===== src/rtl/semaforo_controle.sv =====
// Traffic-light controller FSM: vehicle/pedestrian lamps, pedestrian request latch
// and load/clear strobes for the external 7 s, 5 s and 0.5 s timers.
module semaforo_controle (
  input  logic       clk,
  input  logic       rst,
  input  logic       botao_pedestre,
  input  logic       fim_7s,
  input  logic       fim_5s,
  input  logic       fim_05s,
  output logic       load_Reg7s,
  output logic       clear_Reg7s,
  output logic       load_Reg5s,
  output logic       clear_Reg5s,
  output logic       load_Reg05s,
  output logic       clear_Reg05s,
  output logic       carro_verde,
  output logic       carro_amarelo,
  output logic       carro_vermelho,
  output logic       pedestre_verde,
  output logic       pedestre_vermelho,
  output logic       pedido,
  output logic [1:0] estado
);

  typedef enum logic [1:0] {
    VERDE    = 2'd0,
    AMARELO  = 2'd1,
    VERMELHO = 2'd2,
    PISCA    = 2'd3
  } estado_t;

  estado_t    estado_q, estado_d;
  logic [2:0] meio_q, meio_d;
  logic       fase_q, fase_d;
  logic       pedido_q, pedido_d;

  // Next-state logic.
  // NOTE: every variable gets a default at the top of always_comb so no path
  // leaves it unassigned; otherwise synthesis infers a latch.
  always_comb begin
    estado_d = estado_q;
    meio_d   = meio_q;
    fase_d   = fase_q;
    pedido_d = pedido_q;

    unique case (estado_q)
      VERDE: begin
        if (botao_pedestre) pedido_d = 1'b1;
        if (fim_7s && (pedido_q || botao_pedestre)) estado_d = AMARELO;
      end
      AMARELO: begin
        if (botao_pedestre) pedido_d = 1'b1;
        if (fim_05s) begin
          if (meio_q == 3'd3) begin
            estado_d = VERMELHO;
            pedido_d = 1'b0;
          end else begin
            meio_d = meio_q + 3'd1;
          end
        end
      end
      VERMELHO: begin
        if (fim_5s) estado_d = PISCA;
      end
      PISCA: begin
        if (fim_05s) begin
          fase_d = ~fase_q;
          if (meio_q == 3'd5) estado_d = VERDE;
          else                meio_d   = meio_q + 3'd1;
        end
      end
      default: estado_d = VERDE;
    endcase

    // Every state starts its half-second count and blink phase fresh.
    if (estado_d != estado_q) begin
      meio_d = 3'd0;
      fase_d = 1'b1;
    end
  end

  // NOTE: sequential state uses non-blocking assignments so all flops update
  // from the same pre-edge values.
  always_ff @(posedge clk or negedge rst) begin
    if (!rst) begin
      estado_q <= VERDE;
      meio_q   <= 3'd0;
      fase_q   <= 1'b1;
      pedido_q <= 1'b0;
    end else begin
      estado_q <= estado_d;
      meio_q   <= meio_d;
      fase_q   <= fase_d;
      pedido_q <= pedido_d;
    end
  end

  // Timer strobes are silenced while reset is held so no timer runs from a
  // state that has just been abandoned.
  always_comb begin
    load_Reg7s   = 1'b0;
    clear_Reg7s  = 1'b0;
    load_Reg5s   = 1'b0;
    clear_Reg5s  = 1'b0;
    load_Reg05s  = 1'b0;
    clear_Reg05s = 1'b0;

    if (rst) begin
      unique case (estado_q)
        VERDE: begin
          load_Reg7s  = 1'b1;
          clear_Reg7s = fim_7s && (pedido_q || botao_pedestre);
        end
        AMARELO, PISCA: begin
          load_Reg05s  = 1'b1;
          clear_Reg05s = fim_05s;
        end
        VERMELHO: begin
          load_Reg5s  = 1'b1;
          clear_Reg5s = fim_5s;
        end
        default: ;
      endcase
    end
  end

  always_comb begin
    carro_verde       = 1'b0;
    carro_amarelo     = 1'b0;
    carro_vermelho    = 1'b0;
    pedestre_verde    = 1'b0;
    pedestre_vermelho = 1'b0;

    unique case (estado_q)
      VERDE: begin
        carro_verde       = 1'b1;
        pedestre_vermelho = 1'b1;
      end
      AMARELO: begin
        carro_amarelo     = 1'b1;
        pedestre_vermelho = 1'b1;
      end
      VERMELHO: begin
        carro_vermelho = 1'b1;
        pedestre_verde = 1'b1;
      end
      PISCA: begin
        carro_vermelho    = 1'b1;
        pedestre_vermelho = fase_q;
      end
      default: ;
    endcase
  end

  assign pedido = pedido_q;
  assign estado = estado_q;

endmodule


===== config.mk =====
export PLATFORM = sky130hd
export DESIGN_NAME = semaforo_controle
export DESIGN_NICKNAME = d
export VERILOG_FILES = /design/src/rtl/semaforo_controle.sv
export SDC_FILE = /design/constraint.sdc
export NUM_CORES = 1
export LEC_CHECK = 0
export ABC_AREA = 0
export CAP_MARGIN = 20
export CORE_AREA = 4 4 41 43
export DETAILED_ROUTE_END_ITERATION = 8
export DIE_AREA = 0 0 45 47
export PLACE_DENSITY = 0.68
export SYNTH_ARGS = -nofsm -noshare
export SYNTH_HDL_FRONTEND = slang
export SYNTH_SLANG_ARGS = --single-unit

===== constraint.sdc =====
create_clock -name clk -period 3.6 [get_ports clk]
set_clock_uncertainty 0.2 [all_clocks]
set_input_delay 0.72 -clock clk [delete_from_list [all_inputs] [get_ports clk]]
set_output_delay 0.72 -clock clk [all_outputs]
set_load 0.05 [all_outputs]

==> summary.txt, run 1 <==
Critical path
  – CP endpoint kind: output port
  – Crit path kind: in2out
  – Max incr delay on CP: 0.69 ns
  – R2r setup slk: 1.70 ns
  – Data arrival, critical path: just under 2 ns
  – Critical Path RT: 2.68 ns
  – Worst-path maximum fanout: 10
  – R2R depth: 6
  – Critical Path Source Type: input pin
  – Slowest cell on crit path: clkdlybuf4s50_1
  – Critical Path, Cell by Cell: clkdlybuf4s50_1 > nand2b_1 > nor3_1 > buf_4

Place
  – IO buf count: 19
  – Dpl cell area: 641 µm²
  – Hpwl dp: 790 µm
  – Place WS: 0.683 ns
  – Final GP Congestion: about 0.73
  – Placed Cells: 85

Clock tree
  – CTS tree: yes
  – H-tree depth: 1
  – CTS Root Buffer Type: clkbuf_4
  – Cells resized by post-CTS repair: 0
  – CTS buffer count: 3
  – Reg clk slew, reported paths: 0.05 ns
  – CTS Sinks: 7
  – Deepest clock path buffer count: 2
  – Setup Buffers After CTS: 0
  – Cts hold-fix bufs: 0
  – Clock Latency Late Sink: 0.25 ns

Cells and area
  – Fin util: 0.513
  – Leading cell type in the layout, fill and taps excluded: clkdlybuf4s50_1
  – Layout cells sized above 1: 0.162
  – Post-route cell area: 667 µm²
  – Most frequent cells in the layout: 13 x clkdlybuf4s50_1, 8 x nor2_1, 6 x dfrtp_1, 6 x buf_4, 4 x o21ai_0
  – Post-route insts no fill: 89
  – Number of fillers in the final layout: about 140
  – Nets: 84
  – Area Growth Syn to Fin: 45.2%
  – ANT cells: 0

Die
  – Row count: 13
  – DIE HEIGHT: between 40 and 50 µm
  – Ports: 20
  – DIE WIDTH: 45 µm
  – Core Area: 1300 µm²
  – Initial core utilization: 0.353
  – Die area: between 2000 and 2500 µm²

Run
  – Max Cap Viol: 0

Min path
  – Hold crit path type: reg2reg
  – WHS Path Cells: 2

Power
  – Pleak: 0.300 nW
  – Pwr/cell area: approximately 1100 nW/µm²
  – Peak supply drop: 525 µV

Global routing
  – Total Routing Usage GR: 0.113
  – Antenna violations before repair: 0
  – Gr ovfl total: 0
  – Pin count of the biggest net entering global routing: 17
  – First-pass GRT wire length: 1640 µm
  – Vias in the first global route: around 370

Yosys
  – Synthesized area: roughly 460 µm²
  – Syn nets: 63
  – Synth area leader: dfrtp_1
  – Synthesized area per cell: 8.50 µm²
  – Synth area leaders: dfrtp_1 33%, ha_1 8.2%, nor2_1 6.5%
  – Warnings from Yosys: 0
  – Netlist cell types: 23
  – Post-synth top area share: 0.327
  – Total of flip-flops plus latches after synthesis: 7
  – Synth Instances: 54
  – Sequential share of the synthesized area: 0.384

Drt
  – # DRC: 0
  – Vias per cell: 4.94
  – Detailed Route Iter0 Violations: 8
  – Routed wire length: 1020 µm
  – First drt pass iteration count: 3
  – Vias post-DR: 440
  – DRT antenna net count: 0
  – DR WL/cell: 11.5 µm

STA
  – F_max: around 350 MHz
  – Part of the cycle the worst path needs: 0.800
  – Slew @ Worst Pin: 0.510 ns
  – Setup TNS: 0 ns
  – Hold Vio Cnt, Final: 0
  – Final setup margin: 0.720 ns
  – Setup violators final: 0
  – Slew Viols, Final: 0
  – RSZ-0062 raised after global routing: no
  – Slew margin rel.: 0.659
  – Min Clock Period, post-route: 2.88 ns

Run status
  – Outcome: finished, final reports clean
==> worst max-delay path: cells and delay by family <==
| family | cells | cell delay [ns] |
|---|---|---|
| buf+inv | 2 | 0.92 |
| simple gates | 2 | 0.32 |
==> cells in the mapped netlist <==
master / count
dfrtp_1: 6
buf_2: 1
ha_1: 3
nor2b_1: 2
nand2b_1: 1
dfstp_2: 1
a22o_1: 1
clkbuf_1: 2
nor3b_4: 1
xnor2_1: 1
and3_1: 3
o21ai_0: 4
and2_2: 1
inv_1: 3
nand2_1: 3
nand3_1: 1
nor3_1: 2
o21ai_1: 1
nor2_1: 8
o21a_1: 3
a211oi_1: 2
a21oi_1: 3
and2_1: 1
==> sequential cells by signal (all words and copies together), names as in the netlist <==
register / cells
meio_q: 3
estado: 2
fase_q: 1
pedido: 1
==> routing by layer <==
| metal | up-vias | track usage | wire length [µm] |
|---|---|---|---|
| met5 | - | 0 | 0 |
| met4 | 0 | 0.0702 | 27 |
| met3 | 5 | 0.0383 | 109 |
| met2 | 17 | 0.172 | 440 |
| met1 | 194 | 0.138 | 442 |
| li1 | 224 | - | - |
==> worst paths after layout <==
| kind | start | to |
|---|---|---|
| setup / recovery | rst | clear_Reg7s |
| hold / removal | pedido | pedido |
| setup reg to reg | meio_q[0] | meio_q[1] |
| hold reg to reg | pedido | pedido |
| max in group asynchronous | rst | fase_q |
| min in group asynchronous | rst | meio_q[2] |
==> kinds of logic after synthesis <==
group	share of synthesized area
adders and majority gates	0.0818
and+or+nand+nor	0.275
xor gates and xnor gates	0.0191
DFF	0.384
AOI/OAI and AO/OA	0.188
buffers and inverters	0.0518
==> metrics by stage <==
stage          hold slack [ns]  power [W]
4_1_cts                  0.358   0.000727
3_5_place_dp             0.347   0.000652
3_3_place_gp             0.334   0.000646
5_1_grt                  0.417   0.000772
6_report                 0.356   0.000716
2_1_floorplan            0.224   0.000519
==> layout make-up <==
cell class                 count  area, µm²  area share
clock buffer                   4       26.3      0.0394
inverter                       3       11.3      0.0169
multi-input combinational     41        259       0.388
sequential                     7        176       0.265
tap                           15       18.8      0.0281
timing repair buffer          19        175       0.263
==> power breakdown <==
group          switching [W]  internal, W
registers          0.0000615     0.000123
clock network      0.0000288    0.0000423
logic               0.000290     0.000171
Note: power is estimated with default switching activity, not from simulation.
==> run 2, diff against run 1 <==
--- a/config.mk
+++ b/config.mk
@@ -7,10 +7,10 @@
 export LEC_CHECK = 0
 export ABC_AREA = 0
 export CAP_MARGIN = 20
-export CORE_AREA = 4 4 41 43
+export CORE_MARGIN = 4
+export CORE_UTILIZATION = 35
 export DETAILED_ROUTE_END_ITERATION = 8
-export DIE_AREA = 0 0 45 47
-export PLACE_DENSITY = 0.68
+export PLACE_DENSITY = 0.71
 export SYNTH_ARGS = -nofsm -noshare
 export SYNTH_HDL_FRONTEND = slang
 export SYNTH_SLANG_ARGS = --single-unit
==> constraint.sdc (replaced) <==
create_clock -name clk -period 2.5 [get_ports clk]
set_clock_uncertainty 0.2 [all_clocks]
set_input_delay 0.5 -clock clk [delete_from_list [all_inputs] [get_ports clk]]
set_output_delay 0.5 -clock clk [all_outputs]
set_load 0.05 [all_outputs]
==> summary.txt, run 2 (synthesis gave the netlist of run 1 again) <==
Run status
  – Outcome: finished, final reports clean

Drt
  – Routed wire length: 1060 µm
  – Vias per cell: 5.00
  – DRT antenna net count: 0
  – First drt pass iteration count: 4
  – # DRC: 0
  – Vias post-DR: roughly 460
  – DR WL/cell: 11.6 µm
  – Detailed Route Iter0 Violations: 4

STA
  – Slew Viols, Final: 0
  – RSZ-0062 raised after global routing: no
  – Min Clock Period, post-route: 2.28 ns
  – F_max: 438 MHz
  – Slew @ Worst Pin: 0.496 ns
  – Hold Vio Cnt, Final: 0
  – Setup violators final: 0
  – Slew margin rel.: 0.669
  – Setup TNS: 0 ns
  – Part of the cycle the worst path needs: 0.914
  – Worst hold slack: 0.362 ns

Die
  – Initial core utilization: 0.392
  – Die area: 1960 µm²
  – Core Area: ~1200 µm²
  – Ports: 20
  – Row count: 12
  – DIE HEIGHT: 44.2 µm
  – DIE WIDTH: roughly 44 µm

Cells and area
  – Most frequent cells in the layout: 9 x buf_4, 8 x nor2_1, 7 x clkdlybuf4s50_1
  – Leading cell type in the layout, fill and taps excluded: buf_4
  – Layout cells sized above 1: 0.286
  – Area Growth Syn to Fin: 64.0%
  – Biggest register: meio_q
  – Nets: just under 90
  – Register Area: 176 µm²
  – ANT cells: 0
  – Number of fillers in the final layout: approximately 110
  – Multi-input gate area in the final layout: approximately 260 µm²
  – Max reg flops: 3

Power
  – Pleak: 0.341 nW
  – Pwr/cell area: 1430 nW/µm²
  – Peak supply drop: 684 µV

Global routing
  – Vias in the first global route: between 400 and 500
  – Total Routing Usage GR: 0.117
  – First-pass GRT wire length: 1800 µm
  – Gr ovfl total: 0
  – Antenna violations before repair: 0
  – Pin count of the biggest net entering global routing: 17

Critical path
  – Critical Path Source Type: input pin
  – R2r startpoint: meio_q[0]
  – Critical Path, Cell by Cell: clkdlybuf4s50_1 > o21ai_0 > nor3_2 > buf_12
  – Data arrival, critical path: 1.58 ns
  – Crit path kind: in2out
  – Slowest cell on crit path: clkdlybuf4s50_1
  – Max incr delay on CP: 0.47 ns
  – Critical Path RT: 1.80 ns
  – Launch point of the critical path: botao_pedestre
  – Worst-path maximum fanout: 3
  – CP endpoint kind: output port

Clock tree
  – CTS Root Buffer Type: clkbuf_4
  – Deepest clock path buffer count: 2
  – Clock Latency Late Sink: 0.24 ns
  – Setup Buffers After CTS: 0
  – Cts hold-fix bufs: 0
  – Reg clk slew, reported paths: 0.05 ns
  – Cells resized by post-CTS repair: 0
  – CTS Sinks: 7
  – CTS tree: yes
  – H-tree depth: 1
  – CTS buffer count: 3

Run
  – Max Cap Viol: 0

Place
  – Hpwl dp: roughly 850 µm
  – IO buf count: 19
  – Final GP Congestion: 0.743

Min path
  – Worst min-delay path startpoint: pedido
  – Hold crit path type: reg2reg
==> run 2: cell types whose count changed in the layout (fill, tap and decap cells not counted), sizes merged <==
cell	previous run	this run
clkdlybuf4s50	13	7
buf	6	15
==> run 2: final cells by class <==
class | instances | share of cell area
clock buffers | 4 | 0.0349
inverters | 3 | 0.0150
well taps | 14 | 0.0233
multi-input cells | 41 | 0.350
repair buffers | 22 | 0.342
flip-flops and latches | 7 | 0.234
==> run 2: critical path: cells and delay by family <==
| family | cells | cell delay (ns) |
|---|---|---|
| buffers and inverters | 2 | 0.64 |
| AND/OR/NAND/NOR | 1 | 0.27 |
| AO/OA/AOI/OAI | 1 | 0.17 |
==> run 2: routing by layer <==
metal,track usage,up-vias,part of all wire
li1,-,228,-
met5,0,-,0
met1,0.157,208,0.44
met2,0.186,17,0.44
met4,0.0361,0,0.0057
met3,0.0244,2,0.11
==> run 2: final timing paths <==
| path | endpoint | slack, ns | cells after the start |
|---|---|---|---|
| max | clear_Reg7s | 0.22 | 4 |
| min | pedido | 0.36 | 2 |
| max reg2reg | meio_q[2] | 0.59 | 6 |
| min reg2reg | pedido | 0.36 | 2 |
| max in group asynchronous | fase_q | 1.52 | 2 |
| min in group asynchronous | estado[0] | 0.40 | 2 |
==> run 2: where the power goes <==
part           switching, W  leakage (nW)  internal (W)
sequential        0.0000724        0.0767      0.000177
combinational      0.000450         0.249      0.000279
clock             0.0000385        0.0150     0.0000607
total              0.000561         0.341      0.000517
==> run 2: stage by stage <==
step	setup WS, ns	std cells	util	power (W)	area (µm²)
after global routing	0.157	91	0.643	0.00116	753
after CTS	0.208	91	0.643	0.00109	753
final	0.216	91	0.643	0.00108	753
after global placement	0.263	87	0.621	0.000974	727
after detailed placement	0.206	87	0.621	0.000986	727
after floorplan	0.107	54	-	0.000750	464
==> run 3, diff against run 2 <==
--- a/config.mk
+++ b/config.mk
@@ -10,7 +10,9 @@
 export CORE_MARGIN = 4
 export CORE_UTILIZATION = 35
 export DETAILED_ROUTE_END_ITERATION = 8
+export GPL_ROUTABILITY_DRIVEN = 0
 export PLACE_DENSITY = 0.71
+export SKIP_CTS_REPAIR_TIMING = 1
 export SYNTH_ARGS = -nofsm -noshare
 export SYNTH_HDL_FRONTEND = slang
 export SYNTH_SLANG_ARGS = --single-unit
==> results of run 3 <==
The final DEF is identical to that of run 2; final timing and power are the same.
